File: config.mk
export PLATFORM = sky130hd
export DESIGN_NAME = ws_core_seq
export DESIGN_NICKNAME = d
export VERILOG_FILES = /design/src/rtl/ws_core_seq.sv
export SDC_FILE = /design/constraint.sdc
export NUM_CORES = 1
export LEC_CHECK = 0
export CAP_MARGIN = 10
export CORE_AREA = 2 2 140 142
export DETAILED_ROUTE_END_ITERATION = 16
export DIE_AREA = 0 0 142 144
export PLACE_DENSITY = 0.62
export SLEW_MARGIN = 20
export SYNTH_ARGS = -nofsm -noshare
export SYNTH_HDL_FRONTEND = slang
export SYNTH_SLANG_ARGS = --single-unit
File: constraint.sdc
create_clock -name clk -period 3.2 [get_ports clk]
set_input_delay 0.64 -clock clk [delete_from_list [all_inputs] [get_ports clk]]
set_output_delay 0.64 -clock clk [all_outputs]
set_load 0.02 [all_outputs]
File: src/rtl/ws_core_seq.sv
// Instruction sequencer for the weight-stationary core: weight tile load, activation
// streaming with execute, and concurrent output-FIFO drain into psum SRAM.
module ws_core_seq #(
    parameter int unsigned row     = 8,
    parameter int unsigned col     = 8,
    parameter int unsigned addr_bw = 11
) (
    input  logic               clk,
    input  logic               reset,
    input  logic               start,
    input  logic [addr_bw-1:0] cfg_w_base,
    input  logic [addr_bw-1:0] cfg_x_base,
    input  logic [addr_bw-1:0] cfg_n_x,
    input  logic [addr_bw-1:0] cfg_p_base,
    input  logic               ofifo_valid,
    output logic [34:0]        inst,
    output logic               busy,
    output logic               done
);

    localparam int unsigned CntW = addr_bw + 1;

    typedef enum logic [2:0] {
        StIdle,
        StWStream,
        StWSettle,
        StXStream,
        StDrain,
        StDone
    } state_e;

    state_e state_q, state_d;

    logic [CntW-1:0]    cnt_q, cnt_d;
    logic [CntW-1:0]    rd_cnt_q, rd_cnt_d;
    logic [CntW-1:0]    wr_cnt_q, wr_cnt_d;
    logic               wr_pend_q, wr_pend_d;
    logic [addr_bw-1:0] w_base_q, x_base_q, n_x_q, p_base_q;
    logic               accept;

    logic [CntW-1:0]    n_x_ext;
    logic               wb_active;
    logic               ofifo_rd;

    logic               xmem_cen;
    logic               psum_cen;
    logic               psum_wen;
    logic [addr_bw-1:0] xmem_a;
    logic [addr_bw-1:0] psum_a;
    logic               l0_wr;
    logic               l0_rd;
    logic               execute;
    logic               load;

    assign n_x_ext   = {1'b0, n_x_q};
    assign accept    = (state_q == StIdle) && start;
    assign wb_active = (state_q == StXStream) || (state_q == StDrain);
    // Reads are capped at n_x even if the FIFO keeps reporting valid entries.
    assign ofifo_rd  = wb_active && ofifo_valid && (rd_cnt_q < n_x_ext);

    // State and datapath registers
    always_ff @(posedge clk or posedge reset) begin
        if (reset) begin
            state_q   <= StIdle;
            cnt_q     <= '0;
            rd_cnt_q  <= '0;
            wr_cnt_q  <= '0;
            wr_pend_q <= 1'b0;
            w_base_q  <= '0;
            x_base_q  <= '0;
            n_x_q     <= '0;
            p_base_q  <= '0;
        end else begin
            state_q   <= state_d;
            cnt_q     <= cnt_d;
            rd_cnt_q  <= rd_cnt_d;
            wr_cnt_q  <= wr_cnt_d;
            wr_pend_q <= wr_pend_d;
            if (accept) begin
                w_base_q <= cfg_w_base;
                x_base_q <= cfg_x_base;
                n_x_q    <= cfg_n_x;
                p_base_q <= cfg_p_base;
            end
        end
    end

    // Next-state and counter logic
    always_comb begin
        state_d   = state_q;
        cnt_d     = cnt_q + 1'b1;
        rd_cnt_d  = rd_cnt_q + CntW'(ofifo_rd);
        wr_cnt_d  = wr_cnt_q + CntW'(wr_pend_q);
        wr_pend_d = ofifo_rd;

        unique case (state_q)
            StIdle: begin
                cnt_d     = '0;
                rd_cnt_d  = '0;
                wr_cnt_d  = '0;
                wr_pend_d = 1'b0;
                if (start) begin
                    state_d = StWStream;
                end
            end
            StWStream: begin
                if (cnt_q == CntW'(row + 1)) begin
                    state_d = StWSettle;
                    cnt_d   = '0;
                end
            end
            StWSettle: begin
                if (cnt_q == CntW'(col - 1)) begin
                    state_d = (n_x_q != '0) ? StXStream : StDone;
                    cnt_d   = '0;
                end
            end
            StXStream: begin
                if (cnt_q == n_x_ext + 1'b1) begin
                    state_d = StDrain;
                    cnt_d   = '0;
                end
            end
            StDrain: begin
                cnt_d = cnt_q;
                // Leave in the cycle that carries the final psum write.
                if (wr_cnt_d == n_x_ext) begin
                    state_d = StDone;
                end
            end
            StDone: begin
                state_d = StIdle;
                cnt_d   = '0;
            end
            default: begin
                state_d = StIdle;
                cnt_d   = '0;
            end
        endcase
    end

    // Instruction word and status outputs
    always_comb begin
        xmem_cen = 1'b1;
        xmem_a   = '0;
        l0_wr    = 1'b0;
        l0_rd    = 1'b0;
        execute  = 1'b0;
        load     = 1'b0;
        psum_cen = 1'b1;
        psum_wen = 1'b1;
        psum_a   = '0;
        busy     = 1'b0;
        done     = 1'b0;

        unique case (state_q)
            StIdle: begin
            end
            StWStream: begin
                busy = 1'b1;
                if (cnt_q < CntW'(row)) begin
                    xmem_cen = 1'b0;
                    xmem_a   = w_base_q + cnt_q[addr_bw-1:0];
                end
                if ((cnt_q >= CntW'(1)) && (cnt_q <= CntW'(row))) begin
                    l0_wr = 1'b1;
                end
                if (cnt_q >= CntW'(2)) begin
                    l0_rd = 1'b1;
                    load  = 1'b1;
                end
            end
            StWSettle: begin
                busy = 1'b1;
            end
            StXStream: begin
                busy = 1'b1;
                if (cnt_q < n_x_ext) begin
                    xmem_cen = 1'b0;
                    xmem_a   = x_base_q + cnt_q[addr_bw-1:0];
                end
                if ((cnt_q >= CntW'(1)) && (cnt_q <= n_x_ext)) begin
                    l0_wr = 1'b1;
                end
                if (cnt_q >= CntW'(2)) begin
                    l0_rd   = 1'b1;
                    execute = 1'b1;
                end
            end
            StDrain: begin
                busy = 1'b1;
            end
            StDone: begin
                done = 1'b1;
            end
            default: begin
            end
        endcase

        if (wb_active && wr_pend_q) begin
            psum_cen = 1'b0;
            psum_wen = 1'b0;
            psum_a   = p_base_q + wr_cnt_q[addr_bw-1:0];
        end

        inst = {1'b0, 1'b0, psum_cen, psum_wen, psum_a, xmem_cen, 1'b1, xmem_a,
                ofifo_rd, 2'b00, l0_rd, l0_wr, execute, load};
    end

endmodule
==> impl_metrics.csv <==
group,metric,value,unit
cells_and_area,multiInputGateArea,0.00441,mm^2
yosys,synth_most_common_cell,"dfrtp_1",
power,p_leak,4.04,nW
setup_path,slowest_delay,0.38,ns
sta,fin_ws,-0.230,ns
yosys,ys_warn_count,0,
setup_path,path_class,"flop to output pin",
yosys,synth.area.mux_share,0.0567,
floorplanning,row_count,51,
place,portBuffers,79,
setup_path,path_delay_family,"compound AO/OA/AOI/OAI gates",
yosys,yosys.area.top_type,"dfrtp_1",
place,dp_slack,-0.409,ns
sta,rsz0062_at_grt,"true",
sta,holdWs,0.513,ns
yosys,avgSynthCellArea,9.31,um^2
flow_run,cap_violations,0,
setup_path,ff2ff_setup_slack,0.21,ns
clock_network,cts.sinks,84,
sta,finalSetupViolations,8,
yosys,synth_xor_area_frac,0.0915,
clock_network,cts.path.max_buffers,2,
sta,period_needed,3.43,ns
cells_and_area,ff_latch_area,0.00210,mm^2
yosys,ys_types,67,
clock_network,cts_buffers,9,
yosys,netlist.area_leader.share,0.323,
hold_path,hold_depth,1,
yosys,synth_seq_area_share,0.323,
route,wl_per_cell,15.0,um
yosys,synth_compound_area_frac,0.161,
place,dp_hpwl,12600,um
setup_path,cp_num_cells,10,
setup_path,crit_arrival,2.79,ns
setup_path,path_cells,"ha_2, fa_2, a21o_1, a21oi_2, nor2b_1, o21a_1, o41a_1, a31o_2, mux2i_1, buf_4",
setup_path,critPathLaunchType,"flop",
global_routing,grt_max_degree,67,
global_routing,grt_pass1_vias,5533,
sta,fmax,292,MHz
yosys,yosys-top-cells-area,"dfrtp_1 32%, ha_1 12%, mux2_2 5.4%",
cells_and_area,diodes,0,
run_status,status,"finished with violations",
power,powerDensity,915,mW/mm^2
route,ant_nets,0,
yosys,synth_top_family_by_area,"simple AND/OR/NAND/NOR gates",
yosys,netlist_top_cells_count,"84 x dfrtp_1, 62 x ha_1, 62 x nor2_1, 50 x nand2_1",
cells_and_area,drive_gt1_frac,0.305,
hold_path,whs_endpoint,"x_base_q[2]",
hold_path,hold_start,"x_base_q[2]",
global_routing,grt_pass1_wl,27400,um
setup_path,crit_required,2.56,ns
clock_network,root_buffer,"clkbuf_16",
yosys,synthCells,699,
cells_and_area,fillers,1813,
setup_path,r2r_start,"n_x_q[1]",
setup_path,startpoint,"wr_cnt_q[0]",
sta,hold_violations,0,
setup_path,path_buf_inv,1,
yosys,ys_ff_latch,84,
place,gp_congestion,0.825,
global_routing,antenna_found_initial,0,
clock_network,clkTransAtPathRegs,0.06,ns
setup_path,r2r_end,"rd_cnt_q[10]",
route,drc_errors,0,
yosys,synth_simple_gate_area_frac,0.178,
route,first_iter_violations,263,
hold_path,hold_path_class,"flop to flop",
route,drtPass1Iterations,4,
cells_and_area,fin_nets,989,
route,via_per_inst,5.03,
global_routing,grt_overflow,0,
floorplanning,dieArea,0.0204,mm^2
sta,finClkSkew,0.00399,ns
clock_network,cts_tree,"yes",
floorplanning,core-area,0.0191,mm^2
sta,min_period_over_period,1.07,
floorplanning,die_y,144,um
floorplanning,pin_count,85,
yosys,synth_edf_count,0,
power,max-vdd-ir-drop,0.728,mV
sta,slew_violations,0,
run_status,failed_checks,"setup timing",
setup_path,slowest_stage,"dfrtp_1",
clock_network,insertion_delay,0.35,ns
yosys,ys_async_sr_fraction,1.00,
cells_and_area,area_growth,37.9,%
global_routing,track_usage,0.170,
setup_path,cp_max_fo,2,
yosys,synth_area,0.00651,mm^2
setup_path,rr_worst_depth,16,
floorplanning,dieWidth,142,um
route,vias,5632,
clock_network,htreeDepth,3,
yosys,synthFlopType,"dfrtp_1",
setup_path,critPathCaptureType,"output pin",
yosys,synth_fa_ha_area_frac,0.128,
floorplanning,start_util,0.341,
route,wirelength,16800,um
-- per-stage QoR --
| step | instance area, um^2 | std cells | setup TNS (ns) | util | total power, mW |
|---|---|---|---|---|---|
| after floorplan | 6520 | 702 | 0 | - | 4.56 |
| after global placement | 8090 | 1080 | -3.04 | 0.424 | 6.27 |
| after detailed placement | 8090 | 1080 | -3.06 | 0.424 | 6.33 |
| after CTS | 8630 | 1107 | -0.532 | 0.452 | 7.70 |
| after global routing | 8970 | 1119 | -1.65 | 0.470 | 8.83 |
| final | 8970 | 1119 | -0.592 | 0.470 | 8.21 |
-- worst register-to-register path, cell delays in order (launching register included) --
cell,delay (ns)
dfrtp_1,0.38
inv_2,0.09
buf_4,0.13
ha_4,0.19
a21o_1,0.15
a21o_1,0.17
a21o_1,0.17
a211oi_2,0.18
o21bai_1,0.12
a31oi_2,0.22
buf_4,0.14
buf_4,0.09
ha_2,0.19
ha_1,0.15
nand3_1,0.08
or3_1,0.34
a21oi_2,0.13
-- metal layers --
metal / GRT usage / wire length, um
met1: 0.215 / 7700
met2: 0.293 / 8250
met3: 0.0331 / 574
met4: 0.0542 / 266
met5: 0 / 0
-- worst max-delay path by stage --
stage	endpoint	slack (ns)
2_1_floorplan	inst[30]	0.04
5_1_grt	inst[30]	-0.35
3_3_place_gp	inst[30]	-0.42
4_1_cts	inst[30]	-0.24
3_5_place_dp	inst[30]	-0.41
6_report	inst[30]	-0.23
-- cell families after synthesis --
logic type                 count (synthesis)
AOI/OAI and AO/OA                        151
xor gates and xnor gates                  68
adders and majority gates                 65
buffers and inverters                     68
DFF                                       84
muxes                                     33
other                                      2
and+or+nand+nor                          228
-- cells in the final DEF (no fill, tap or decap), drive strengths merged, types with 4 or more instances in the layout --
master,netlist,routed
clkbuf,15,16
and3,11,11
nand2b,8,8
nand2,50,50
buf,23,138
clkdlybuf4s50,0,56
a21oi,22,22
and2,10,10
nor4,6,6
o211ai,7,7
o21ai,38,38
xnor2,36,36
nor3,16,16
o21bai,4,4
xor2,32,32
a31oi,5,5
nor2,62,62
a211oi,5,5
o221ai,6,6
a21o,13,13
conb,2,5
mux2,31,31
nor2b,11,11
a211o,4,4
nand4,9,9
o21a,16,16
or3,5,5
ha,62,62
clkinv,1,4
o31ai,4,4
nand3,25,25
inv,29,28
o22ai,8,8
dfrtp,84,84
-- power breakdown --
part,internal (mW),total [mW],switching (mW)
combinational,2.70,5.40,2.70
sequential,1.42,1.68,0.264
clock,0.685,1.13,0.444
-- flip-flops by register name, summed over array words and instances (netlist names) --
name / flops
n_x_q: 11
x_base_q: 11
p_base_q: 11
w_base_q: 11
wr_cnt_q: 12
wr_pend_q: 1
state_q: 3
rd_cnt_q: 12
cnt_q: 12
-- area by class of cell --
cell class | count | share of cell area
Sequential cell | 84 | 0.235
Clock buffer | 12 | 0.0264
Clock inverter | 4 | 0.00823
Timing Repair Buffer | 201 | 0.193
Multi-Input combinational cell | 550 | 0.491
Inverter | 30 | 0.0131
Tap cell | 238 | 0.0332
-- timing repair --
item | in CTS | in global routing
endpoints found under the hold margin | 0 | 0
setup endpoints to repair | 26 | 31
hold buffers | 0 | 0
setup buffers | 12 | 13
pin swaps | 27 | 28
resized for setup | 127 | 67
(Power assumes the default switching activity.)
